--- config.mk ---
export PLATFORM = sky130hd
export DESIGN_NAME = uart_tx_arbiter
export DESIGN_NICKNAME = d
export VERILOG_FILES = /design/src/rtl/uart_pkg.sv /design/src/rtl/uart_tx_fifo.sv /design/src/rtl/uart_tx_arbiter.sv
export SDC_FILE = /design/constraint.sdc
export NUM_CORES = 1
export LEC_CHECK = 0
export ABC_CLOCK_PERIOD_IN_PS = 3700
export CORE_ASPECT_RATIO = 1.75
export CORE_MARGIN = 5
export CORE_UTILIZATION = 27
export DETAILED_ROUTE_END_ITERATION = 6
export SETUP_SLACK_MARGIN = 0.3
export SKIP_LAST_GASP = 1
export SYNTH_ARGS = -nofsm -noshare
export SYNTH_HDL_FRONTEND = slang
export SYNTH_SLANG_ARGS = --single-unit
--- constraint.sdc ---
create_clock -name baudclk -period 3.7 [get_ports baudclk]
set_input_delay 0.74 -clock baudclk [delete_from_list [all_inputs] [get_ports baudclk]]
set_output_delay 0.74 -clock baudclk [all_outputs]
set_load 0.02 [all_outputs]
--- src/rtl/uart_pkg.sv ---
// Shared types and defaults for the UART transmit arbiter slice.
// No logic; constants and state encoding only.
// Backpressure: n/a.
package uart_pkg;

    localparam int FRAME_W     = 8;
    localparam int DEF_DEPTH   = 4;
    localparam int DEF_TIMEOUT = 4;

    typedef logic [FRAME_W-1:0] frame_t;

    typedef enum logic [1:0] {
        ST_IDLE      = 2'd0,
        ST_LOAD      = 2'd1,
        ST_WAIT_BUSY = 2'd2,
        ST_WAIT_DONE = 2'd3
    } tx_state_t;

endpackage

--- src/rtl/uart_tx_fifo.sv ---
// Per-channel byte FIFO in front of the transmit arbiter.
// Latency: a pushed byte is visible on dout/empty one cycle after the push edge.
// Backpressure: push is ignored while full, pop is ignored while empty.
module uart_tx_fifo
    import uart_pkg::*;
#(
    parameter int DEPTH = DEF_DEPTH
) (
    input  logic   baudclk,
    input  logic   reset,
    input  logic   push,
    input  logic   pop,
    input  frame_t din,
    output frame_t dout,
    output logic   full,
    output logic   empty
);

    localparam int AW = $clog2(DEPTH);

    logic [AW:0] wr_ptr;
    logic [AW:0] rd_ptr;
    frame_t      mem [DEPTH];

    // Extra pointer bit distinguishes full from empty when the index bits match.
    assign empty = (wr_ptr == rd_ptr);
    assign full  = (wr_ptr[AW] != rd_ptr[AW]) && (wr_ptr[AW-1:0] == rd_ptr[AW-1:0]);
    assign dout  = mem[rd_ptr[AW-1:0]];

    always_ff @(posedge baudclk or negedge reset) begin
        if (!reset) begin
            wr_ptr <= '0;
            rd_ptr <= '0;
        end else begin
            if (push && !full) begin
                wr_ptr <= wr_ptr + 1'b1;
            end
            if (pop && !empty) begin
                rd_ptr <= rd_ptr + 1'b1;
            end
        end
    end

    always_ff @(posedge baudclk) begin
        if (push && !full) begin
            mem[wr_ptr[AW-1:0]] <= din;
        end
    end

endmodule

--- src/rtl/uart_tx_arbiter.sv ---
// Round-robin share of one UART sender between two byte FIFOs, one frame at a time.
// Latency: push at edge n -> tx_en/tx_data at edge n+1 when idle and the sender is free.
// Backpressure: req_ready drops when a FIFO is full; the sequencer waits on tx_status.
module uart_tx_arbiter
    import uart_pkg::*;
#(
    parameter int DEPTH   = DEF_DEPTH,
    parameter int TIMEOUT = DEF_TIMEOUT
) (
    input  logic         baudclk,
    input  logic         reset,
    input  logic [1:0]   req_valid,
    input  logic [7:0]   req_data0,
    input  logic [7:0]   req_data1,
    output logic [1:0]   req_ready,
    output logic [7:0]   tx_data,
    output logic         tx_en,
    input  logic         tx_status,
    output logic         busy,
    output logic         err_timeout,
    input  logic         err_clr,
    output logic [15:0]  sent_cnt
);

    localparam int TW = $clog2(TIMEOUT + 1);

    tx_state_t   state;
    tx_state_t   state_nxt;
    logic [TW-1:0] timer;
    logic [TW-1:0] timer_nxt;
    logic        last_grant;
    logic        grant;
    logic [1:0]  pop;
    logic [1:0]  full;
    logic [1:0]  empty;
    frame_t      dout0;
    frame_t      dout1;
    logic        timeout_hit;
    logic        frame_done;
    logic [15:0] sent_cnt_q;

    uart_tx_fifo #(.DEPTH(DEPTH)) u_fifo0 (
        .baudclk (baudclk),
        .reset   (reset),
        .push    (req_valid[0] && !full[0]),
        .pop     (pop[0]),
        .din     (req_data0),
        .dout    (dout0),
        .full    (full[0]),
        .empty   (empty[0])
    );

    uart_tx_fifo #(.DEPTH(DEPTH)) u_fifo1 (
        .baudclk (baudclk),
        .reset   (reset),
        .push    (req_valid[1] && !full[1]),
        .pop     (pop[1]),
        .din     (req_data1),
        .dout    (dout1),
        .full    (full[1]),
        .empty   (empty[1])
    );

    assign req_ready = ~full;
    assign busy      = (state != ST_IDLE) || !(&empty);
    assign sent_cnt  = sent_cnt_q;

    always_comb begin
        state_nxt   = state;
        timer_nxt   = timer;
        grant       = last_grant;
        pop         = 2'b00;
        timeout_hit = 1'b0;
        frame_done  = 1'b0;
        case (state)
            ST_IDLE: begin
                if (!(&empty) && tx_status) begin
                    // With both channels waiting, the one not served last goes next.
                    if (!empty[0] && !empty[1]) begin
                        grant = ~last_grant;
                    end else begin
                        grant = empty[0];
                    end
                    pop       = grant ? 2'b10 : 2'b01;
                    state_nxt = ST_LOAD;
                end
            end
            ST_LOAD: begin
                timer_nxt = '0;
                state_nxt = ST_WAIT_BUSY;
            end
            ST_WAIT_BUSY: begin
                if (!tx_status) begin
                    state_nxt = ST_WAIT_DONE;
                end else begin
                    timer_nxt = timer + 1'b1;
                    if (timer_nxt == TW'(TIMEOUT)) begin
                        timeout_hit = 1'b1;
                        state_nxt   = ST_IDLE;
                    end
                end
            end
            ST_WAIT_DONE: begin
                if (tx_status) begin
                    frame_done = 1'b1;
                    state_nxt  = ST_IDLE;
                end
            end
            default: state_nxt = ST_IDLE;
        endcase
    end

    always_ff @(posedge baudclk or negedge reset) begin
        if (!reset) begin
            state <= ST_IDLE;
            timer <= '0;
        end else begin
            state <= state_nxt;
            timer <= timer_nxt;
        end
    end

    always_ff @(posedge baudclk or negedge reset) begin
        if (!reset) begin
            tx_en       <= 1'b0;
            tx_data     <= '0;
            last_grant  <= 1'b1;
            err_timeout <= 1'b0;
            sent_cnt_q  <= '0;
        end else begin
            tx_en <= (state_nxt == ST_LOAD);
            if (|pop) begin
                tx_data    <= grant ? dout1 : dout0;
                last_grant <= grant;
            end
            if (timeout_hit) begin
                err_timeout <= 1'b1;
            end else if (err_clr) begin
                err_timeout <= 1'b0;
            end
            if (frame_done) begin
                sent_cnt_q <= sent_cnt_q + 1'b1;
            end
        end
    end

endmodule

# Word-level counts from Yosys, hierarchy flattened
# Memories as Yosys holds them, arrays and structs flattened.
# Cells that the tools add are included.
# word_totals
register_bits,44
mem_bits_rw,64
input_bits,22
wordCells,83
memories,2
# mem_list
memory,words,width,read_ports,rd_clocked_by_memory_dff,write_ports,line_no,text
u_fifo0.mem,4,8,1,0,1,uart_tx_fifo.sv:23,frame_t mem [DEPTH];
u_fifo1.mem,4,8,1,0,1,uart_tx_fifo.sv:23,
# classes
addsub,6
n_eq_ne,12
n_mux,27
bitwise_logic,2
n_reduce_logical,23
# ops
cell,n
$add 16x1->16 const B,1
$mux 1,16
$add 3x1->3 const B,5
$mux 2,7
$logic_and 1x1->1,10
$mux 8,1
$pmux 2 s4,1
$eq 3x3->1,2
$pmux 3 s2,1
$reduce_bool 2->1,3
$logic_not 1->1,5
$eq 2x1->1 const B,2
$eq 2x2->1,2
$eq 2x2->1 const B,2
$reduce_and 2->1,2
$eq 3x3->1 const B,1
$mux 3,1
$logic_not 2->1,1
$ne 1x1->1,2
$ne 2x2->1 const B,1
$not 2->2,1
$reduce_or 2->1,1
$logic_or 1x1->1,1
$not 1->1,1

# Longest topological paths before layout
# Gate-level depths: netlist of run 1.
# logic_depth
depth_word,10
depth_mapped,6

# By module
# From an unflattened synthesis of run 1, not the netlist that was laid out.
# hier_totals
cells_unflattened,319
hier_area_um2,4873.4
# by_module_without_submodules
mod,instances,cells_each,area_each_um2,seq_area_each_um2
uart_tx_fifo at u_fifo0,1,90,1695.4,1111.1
uart_tx_fifo at u_fifo1,1,90,1629.1,1111.1
uart_tx_arbiter,1,139,1549.0,802.0

# Least setup slack after synthesis of run 1
# OpenSTA, ideal clock, no wires.
# synth_path
kind,register -> output
start,reg u_fifo0.rd_ptr[1]
end,out busy
t_arrival_ps,1523
path_slack_ps,1437
path_stages_with_launch,6
cell_sequence,dfrtp_1 buf_6 xor2_1 nor3_1 clkbuf_1 nand4_1
# synth_between
elab_chain_cells,4
# synth_lines
item,line_no,text
"start, declared",uart_tx_fifo.sv:22,logic [AW:0] rd_ptr;
"start signal, assigned",uart_tx_fifo.sv:39,rd_ptr <= rd_ptr + 1'b1;
$eq 3x3->1,uart_tx_fifo.sv:26,assign empty = (wr_ptr == rd_ptr);
$reduce_and 2->1,uart_tx_arbiter.sv:65,assign busy = (state != ST_IDLE) || !(&empty);
$logic_not 1->1,uart_tx_arbiter.sv:65,
$logic_or 1x1->1,uart_tx_arbiter.sv:65,
"end, declared",uart_tx_arbiter.sv:19,"output logic busy,"
# Every way passes these cells.

# Worst setup path after layout of run 1
# layout_path
start,reg u_fifo1.rd_ptr[1]
end,out busy
# layout_between
elab_chain_cells,4
# layout_lines
item,line_no
"start, declared",uart_tx_fifo.sv:22
"start signal, assigned",uart_tx_fifo.sv:39
$eq 3x3->1,uart_tx_fifo.sv:26
$reduce_and 2->1,uart_tx_arbiter.sv:65
$logic_not 1->1,uart_tx_arbiter.sv:65
$logic_or 1x1->1,uart_tx_arbiter.sv:65
# Every way passes these cells.

==> results.yml, run 1 <==
sta:
  setup_tns_ns: 0
  maxSlewHeadroom: 0.411
  finalHoldViolations: 0
  maxSlewViolCount: 0
  post-route-min-period_ns: 3.15
  holdWs_ns: 0.462
  timing.final.crit_share: 0.852
  rsz0062_at_grt: "no"
  setup_viol_count_final: 0
  fmax_mhz: 317
  tightest_slew_ns: 0.884
  finalWorstSetupSlack_ns: 0.549
  finClkSkew_ns: 0.0108
worst_hold_path:
  hold_path_class: "flip-flop to flip-flop"
logic_synthesis:
  synth.avg_cell_area_um2: 15.4
  synth_top_area_share: 0.415
  yosys-top-cells-area: "edfxtp_1 (41%), dfrtp_1 (23%), mux4_2 (7.8%)"
  syn_area_um2: 4630
  synthCells: 300
  seq_area_frac_synth: 0.653
  ys_types: 39
  synth_seq_cells: 108
  yosysWarnings: 0
  yosysTopAreaCell: "edfxtp_1"
  syn_nets: 335
power:
  peakVddDrop_v: 0.000245
  p_leak_uw: 0.00214
  p_per_area_nw_per_um2: 747
clock_tree:
  clockRootBuffer: "clkbuf_16"
  cts_inserted_buffers: 9
  clock_sinks: 108
  clock_latency_ns: 0.35
  cts_max_path_buffers: 2
  clk_pin_slew_ns: 0.08
  htreeDepth: 3
  tritoncts: "built"
worst_setup_path:
  crit_chain: "xnor2_1 > and3_2 > nand4_1 > clkdlybuf4s50_1"
  cpPeakStageDelay_ns: 0.56
  crit_type: "flip-flop to primary output"
  timing.rr.start: "u_fifo0.rd_ptr[1]"
  path_depth: 4
  rr_endpoint: "tx_data[7]"
  r2r_cells: 4
  crit_path_end: "busy"
  end_kind: "primary output"
  cp_max_fo: 12
  crit_arrival_ns: 2.41
  crit_slowest_cell: "clkdlybuf4s50_1"
  crit_path_start: "u_fifo1.rd_ptr[1]"
  critPathRequiredTime_ns: 2.96
  cp_num_buf_inv: 1
  rrSetupSlack_ns: 1.45
  start_kind: "flip-flop"
  cp_top_family: "buffers and inverters"
die:
  fp.dieArea_um2: 20000
  core-area_um2: 16900
  row_count: 63
  ios: 51
  start_util: 0.273
  fp.dieW_um: 109
  die_y_um: 183
drt:
  wl_um: 9120
  vias_per_cell: 4.47
  detail_route.drc_violations: 0
  dr_total_vias: 2619
  wl_per_cell_um: 15.6
  ant_nets: 0
  drtPass1Iterations: 4
  first_iter_violations: 95
placed_design:
  port_buffers: 50
  gp_congestion: 0.765
  dp_slack_ns: 0.781
  dp.cells: 570
  dp_hpwl_um: 6800
  dpl_cell_area_um2: 5380
status:
  outcome: "completed"
finish:
  antenna_cells: 0
  syn2layout_area_growth_pct: 22.6
  drive_gt1_frac: 0.125
  fin_cells: 586
  nets: 389
  design_area_um2: 5680
global_route:
  grt_pass1_wl_um: 14600
  grt_max_degree: 38
  overflow: 0
  antenna_found_initial: 0
  grt_usage: 0.0965
  first_global_vias: 2758
job:
  maxCapViolCount: 0
## synthesized netlist by cell type (all sizes together)
library cell	number
a2111oi	9
a211o	1
a211oi	8
a21o	1
a21oi	3
a22oi	1
a31oi	2
a32o	2
and2	9
and3	5
buf	7
clkbuf	5
dfrtp	43
dfstp	1
edfxtp	64
ha	13
inv	21
mux2	3
mux2i	1
mux4	16
nand2	12
nand3	5
nand4	6
nor2	3
nor2b	1
nor3	6
nor4	9
nor4b	1
o211a	1
o21ai	6
o31a	1
or3	2
xnor2	15
xor2	17
## per-layer routing
metal  GRT usage  up-vias  share of wire
li1            -     1236              -
met1       0.109     1304           0.39
met2       0.168       55           0.54
met3      0.0180       24          0.038
met4      0.0541        0          0.037
met5           0        -              0
## layout make-up
class,count,area [µm²]
Clock inverter,7,77.6
Clock buffer,9,225
Tap cell,227,284
Sequential cell,108,3020
Fill cell,1654,11300
Inverter,21,78.8
Timing Repair Buffer,55,533
Multi-Input combinational cell,159,1460
## what timing repair did
action	CTS	global route
gates resized for setup	0	1
setup buffers	0	0
hold buffers	0	0
endpoints found under the setup margin	0	1
## worst min path at each step
stage	startpoint	to	slack, ns	depth (start not counted)
final	sent_cnt[15]	sent_cnt[15]	0.46	1
after global routing	sent_cnt[15]	sent_cnt[15]	0.49	1
after CTS	sent_cnt[15]	sent_cnt[15]	0.47	1
after detailed placement	sent_cnt[15]	sent_cnt[15]	0.46	1
after global placement	sent_cnt[15]	sent_cnt[15]	0.46	1
after floorplan	reset	err_timeout	0.44	0
## state kept, by name (all words and copies together), names as in the netlist
signal	flops
timer	3
u_fifo0.wr_ptr	3
u_fifo0.rd_ptr	3
tx_data	8
err_timeout	1
u_fifo1.rd_ptr	3
u_fifo0.mem	32
u_fifo1.mem	32
last_grant	1
u_fifo1.wr_ptr	3
state	2
tx_en	1
sent_cnt	16
## cells by family after synthesis
logic type | after synthesis | synth area share
AO/OA/AOI/OAI | 35 | 0.0613
AND/OR/NAND/NOR | 59 | 0.0691
multiplexers | 20 | 0.0880
flip-flops | 108 | 0.653
XOR/XNOR | 32 | 0.0605
adder cells (fa/ha/maj) | 13 | 0.0351
buffers and inverters | 33 | 0.0332
## cell usage in the layout (no fill, tap or decap), types with 2 or more instances in the layout
cell type        netlist  final
xnor2_1               15     15
ha_1                  13     13
nand2_1               12     12
dfrtp_1               43     43
edfxtp_1              64     64
buf_4                  1      5
and2_1                 9      9
a2111oi_0              8      8
nor4_1                 9      9
clkdlybuf4s50_1        0     49
nand3_1                5      5
a211oi_1               8      8
nor3_1                 6      6
inv_8                  0      2
and3_1                 5      4
nand4_1                6      6
inv_1                 21     21
xor2_1                17     17
clkbuf_16              0      9
o21ai_0                6      6
a32o_1                 2      2
inv_6                  0      2
clkinv_8               0      2
mux4_2                16     16
mux2_2                 2      2
nor2_1                 3      3
or3_1                  2      2
a21oi_1                3      3
## where the power goes
| part | switching, µW | internal, µW | leakage, µW |
|---|---|---|---|
| combinational | 773 | 637 | 0.000870 |
| sequential | 266 | 1620 | 0.00112 |
| clock | 467 | 482 | 0.000150 |
## through the flow
step                      total power, µW   util
after global placement               3310  0.317
after floorplan                      2840      -
final                                4240  0.335
after CTS                            4320  0.335
after global routing                 4520  0.335
after detailed placement             3360  0.317
Note: power is estimated with default switching activity, not from simulation.
==> run 2, diff against run 1 <==
- GPL_TIMING_DRIVEN: default -> 0
==> run 2 against run 1 <==
- combinational power up 9.9%
- power up 1.8%
- die area stayed put
- sequential cell count is the same
- sequential share of layout area fell by 0.56 points
- largest power group unchanged
==> results.yml, run 2 (synthesis gave the netlist of run 1 again) <==
worst_setup_path:
  cp_max_fo: 10
  critPathRequiredTime_ns: 2.96
  crit_top_cell: "buf_2"
  cp_num_buf_inv: 3
  crit_path_start: "u_fifo1.rd_ptr[1]"
  cp_top_family: "buffers and inverters"
  cpPeakStageDelay_ns: 0.56
  timing.rr.start: "u_fifo1.rd_ptr[1]"
  crit_type: "flip-flop to primary output"
  crit_slowest_cell: "clkdlybuf4s50_1"
  end_kind: "primary output"
  crit_chain: "buf_2 > xnor2_2 > and3_1 > buf_2 > nand4_1 > clkdlybuf4s50_1"
  crit_arrival_ns: 2.46
  start_kind: "flip-flop"
global_route:
  first_global_vias: 2845
  grt_usage: 0.102
  overflow: 0
  grt_pass1_wl_um: 15400
  antenna_found_initial: 0
  grt_max_degree: 34
finish:
  antenna_cells: 0
  design_area_um2: 5740
  nFillCells: 1640
  drive_gt1_frac: 0.136
  utilization: 0.339
  nets: 397
  syn2layout_area_growth_pct: 23.9
  most-common-layout-cells: "edfxtp_1 (64), clkdlybuf4s50_1 (49), dfrtp_1 (43)"
  layout_commonest_cell: "edfxtp_1"
drt:
  first_iter_violations: 137
  drtPass1Iterations: 4
  wl_um: 9590
  detail_route.drc_violations: 0
  wl_per_cell_um: 16.2
  vias_per_cell: 4.51
  ant_nets: 0
  dr_total_vias: 2677
placed_design:
  dpl_cell_area_um2: 5430
  port_buffers: 50
  gp_congestion: 0.769
  dp_hpwl_um: 7130
sta:
  maxSlewViolCount: 0
  maxSlewHeadroom: 0.629
  post-route-min-period_ns: 3.20
  tightest_slew_ns: 0.551
  fmax_mhz: 313
  setup_viol_count_final: 0
  finClkSkew_ns: 0.0140
  rsz0062_at_grt: "no"
  setup_tns_ns: 0
  timing.final.crit_share: 0.864
  finalHoldViolations: 0
die:
  row_count: 63
  core-area_um2: 16900
  die_y_um: 183
  fp.dieW_um: 109
  start_util: 0.273
  fp.dieArea_um2: 20000
  ios: 51
job:
  maxCapViolCount: 0
clock_tree:
  clockRootBuffer: "clkbuf_16"
  cts_inserted_buffers: 9
  clock_latency_ns: 0.35
  clock_sinks: 108
  clk_pin_slew_ns: 0.08
  hold_buffers: 0
  tritoncts: "built"
  htreeDepth: 3
  cts_max_path_buffers: 2
status:
  outcome: "completed"
power:
  p_per_area_nw_per_um2: 753
  peakVddDrop_v: 0.000224
  p_leak_uw: 0.00217
worst_hold_path:
  hold_path_class: "input pin to async pin"
## run 2: worst reg2reg max path, cell delays in order (launching register included)
cell and delay, ns:
dfrtp_1 0.39, buf_2 0.22, xnor2_2 0.22, a31oi_1 0.47
and2_1 0.52
## run 2: what timing repair did
action                     in CTS  in global routing
setup endpoints to repair       1                  1
buffers inserted                0                  0
gates resized for setup         1                  4
pin swaps                       0                  0
## run 2: worst paths after layout
path,to,slack [ns],cells past startpoint
worst max register to register,u_fifo1.mem[3][3],1.51,4
worst min register to register,sent_cnt[15],0.47,1
min in group baudclk,sent_cnt[15],0.47,1
worst min-delay path,u_fifo1.rd_ptr[1],0.28,1
max in group asynchronous,u_fifo0.rd_ptr[1],2.92,2
worst max-delay path,busy,0.50,6
## run 2: through the flow
step | power (µW) | instances | worst slack (ns) | hold slack (ns)
floorplan | 2840 | 300 | 1.44 | 0.444
global placement | 3350 | 577 | 0.527 | 0.458
detailed placement | 3420 | 578 | 0.599 | 0.456
CTS | 4380 | 594 | 0.344 | 0.280
global route | 4590 | 594 | 0.391 | 0.282
finish | 4320 | 594 | 0.503 | 0.281
## run 2: layout make-up
cell class / count / area [µm²] / area share
plain buffers: 12 / 76.3 / 0.0133
clock buffers: 10 / 229 / 0.0399
clock inverters: 6 / 56.3 / 0.00981
inverters: 21 / 78.8 / 0.0137
multi-input cells: 159 / 1480 / 0.257
flip-flops and latches: 108 / 3020 / 0.527
well taps: 227 / 284 / 0.0495
repair buffers: 51 / 515 / 0.0898
## run 2: power by group
| group | internal [µW] | switching (µW) |
|---|---|---|
| Sequential | 1620 | 210 |
| Clock | 472 | 464 |
| Combinational | 689 | 864 |
| Total | 2780 | 1540 |
## run 2: per-layer routing
metal	part of all wire	routed length, µm	track usage
met2	0.55	5310	0.182
met1	0.38	3660	0.114
met3	0.035	337	0.0169
met5	0	0	0
met4	0.030	291	0.0501
==> run 3, diff against run 2 <==
- ABC_CLOCK_PERIOD_IN_PS: 3700 -> 3800
- clock period: 3.7 -> 3.8 ns (I/O delays scaled with it)
==> run 3 against run 2 <==
- sequential power is 3% lower
- combinational power decreased by 4%
- via count rose by 0.34%
- setup slack lost 0.058 ns
- critical path depth stayed put
- global-route usage unchanged
==> results.yml, run 3 (synthesis gave the netlist of run 1 again) <==
placed_design:
  gp_congestion: 0.769
  port_buffers: 50
  dp_hpwl_um: 7130
  dp.cells: 578
power:
  p_sw_frac: 0.356
  peakVddDrop_v: 0.000218
  intPower_uw: 2690
  p_sw_uw: 1490
  p_comb_frac: 0.357
  p_per_area_nw_per_um2: 731
  clockPowerShare: 0.217
  pwr-share-seq: 0.425
  p_leak_uw: 0.00216
worst_setup_path:
  start_kind: "flip-flop"
  crit_arrival_ns: 2.59
  timing.rr.start: "u_fifo1.rd_ptr[1]"
  rr_endpoint: "u_fifo0.rd_ptr[1]"
  end_kind: "primary output"
  critPathRequiredTime_ns: 3.04
  r2r_cells: 5
  rrSetupSlack_ns: 1.51
  crit_path_start: "u_fifo1.rd_ptr[1]"
  crit_path_end: "busy"
  crit_type: "flip-flop to primary output"
  cp_max_fo: 10
finish:
  nFillCells: 1638
  fin_cells: 594
  most-common-layout-cells: "edfxtp_1 (64), clkdlybuf4s50_1 (49), dfrtp_1 (43)"
  nets: 397
  antenna_cells: 0
  regArea_um2: 3020
  multiInputGateArea_um2: 1460
  layout_commonest_cell: "edfxtp_1"
  drive_gt1_frac: 0.128
  syn2layout_area_growth_pct: 23.5
worst_hold_path:
  hold_path_class: "input pin to async pin"
sta:
  tightest_slew_ns: 0.539
  post-route-min-period_ns: 3.35
  setup_viol_count_final: 0
  finClkSkew_ns: 0.0136
  maxSlewHeadroom: 0.636
  timing.final.crit_share: 0.883
  rsz0062_at_grt: "no"
  maxSlewViolCount: 0
  finalHoldViolations: 0
  fmax_mhz: 298
  setup_tns_ns: 0
clock_tree:
  htreeDepth: 3
  clockRootBuffer: "clkbuf_16"
  clk_pin_slew_ns: 0.08
  cts_inserted_buffers: 9
  cts_max_path_buffers: 2
  clock_latency_ns: 0.35
  clock_sinks: 108
  hold_buffers: 0
  tritoncts: "built"
  cts_setup_buffers: 0
drt:
  wl_per_cell_um: 16.1
  detail_route.drc_violations: 0
  dr_total_vias: 2686
  wl_um: 9560
  first_iter_violations: 117
  drtPass1Iterations: 4
  vias_per_cell: 4.52
  ant_nets: 0
global_route:
  antenna_found_initial: 0
  overflow: 0
  grt_usage: 0.102
  grt_max_degree: 34
  grt_pass1_wl_um: 15400
  first_global_vias: 2845
die:
  ios: 51
  row_count: 63
  core-area_um2: 16900
  die_y_um: 183
  fp.dieArea_um2: 20000
  fp.dieW_um: 109
  start_util: 0.273
status:
  outcome: "completed"
job:
  maxCapViolCount: 0
run 3: critical path, stage by stage (launching register included):
cell and delay (ns):
dfrtp_1 0.39, buf_2 0.21, xnor2_1 0.41, and3_1 0.27
buf_2 0.24, nand4_1 0.14, clkdlybuf4s50_1 0.57
run 3: what timing repair did:
action,CTS,global route
setup endpoints to repair,1,0
resized for setup,1,0
hold endpoints to repair,0,0
run 3: per-stage QoR:
stage | hold WS, ns | setup slack, ns | area, µm² | power (µW) | util
after CTS | 0.300 | 0.424 | 5720 | 4260 | 0.338
final | 0.302 | 0.445 | 5720 | 4180 | 0.338
after global placement | 0.458 | 0.607 | 5420 | 3260 | 0.320
after global routing | 0.302 | 0.319 | 5720 | 4450 | 0.338
after detailed placement | 0.456 | 0.679 | 5430 | 3330 | 0.321
after floorplan | 0.464 | 1.52 | 4630 | 2760 | -
run 3: routing by layer:
layer	GRT usage	vias up	part of all wire	routed length (µm)
met5	0	-	0	0
met4	0.0501	0	0.030	289
met3	0.0169	16	0.037	350
met2	0.182	63	0.55	5290
met1	0.114	1360	0.38	3630
li1	-	1247	-	-
run 3: area by class of cell:
cell class / count / share of cell area
timing repair buffer: 51 / 0.0901
tap: 227 / 0.0496
inverter: 21 / 0.0138
clock inverter: 6 / 0.00984
sequential: 108 / 0.528
buffer: 12 / 0.0131
multi-input combinational: 159 / 0.255
clock buffer: 10 / 0.0400
run 3: worst min path at each step:
stage	from	end	slack, ns	cells past startpoint
finish	reset	u_fifo1.rd_ptr[1]	0.30	1
global route	reset	u_fifo1.wr_ptr[1]	0.30	1
CTS	reset	u_fifo1.rd_ptr[1]	0.30	1
detailed placement	sent_cnt[15]	sent_cnt[15]	0.46	1
global placement	sent_cnt[15]	sent_cnt[15]	0.46	1
floorplan	reset	err_timeout	0.46	0
run 3: power by group through the flow:
stage / clock [µW] / sequential, µW / combinational [µW]
after floorplan: 0 / 1830 / 931
after global placement: 0 / 1790 / 1480
after detailed placement: 0 / 1810 / 1520
after CTS: 940 / 1790 / 1540
after global routing: 986 / 1820 / 1650
final: 909 / 1780 / 1490
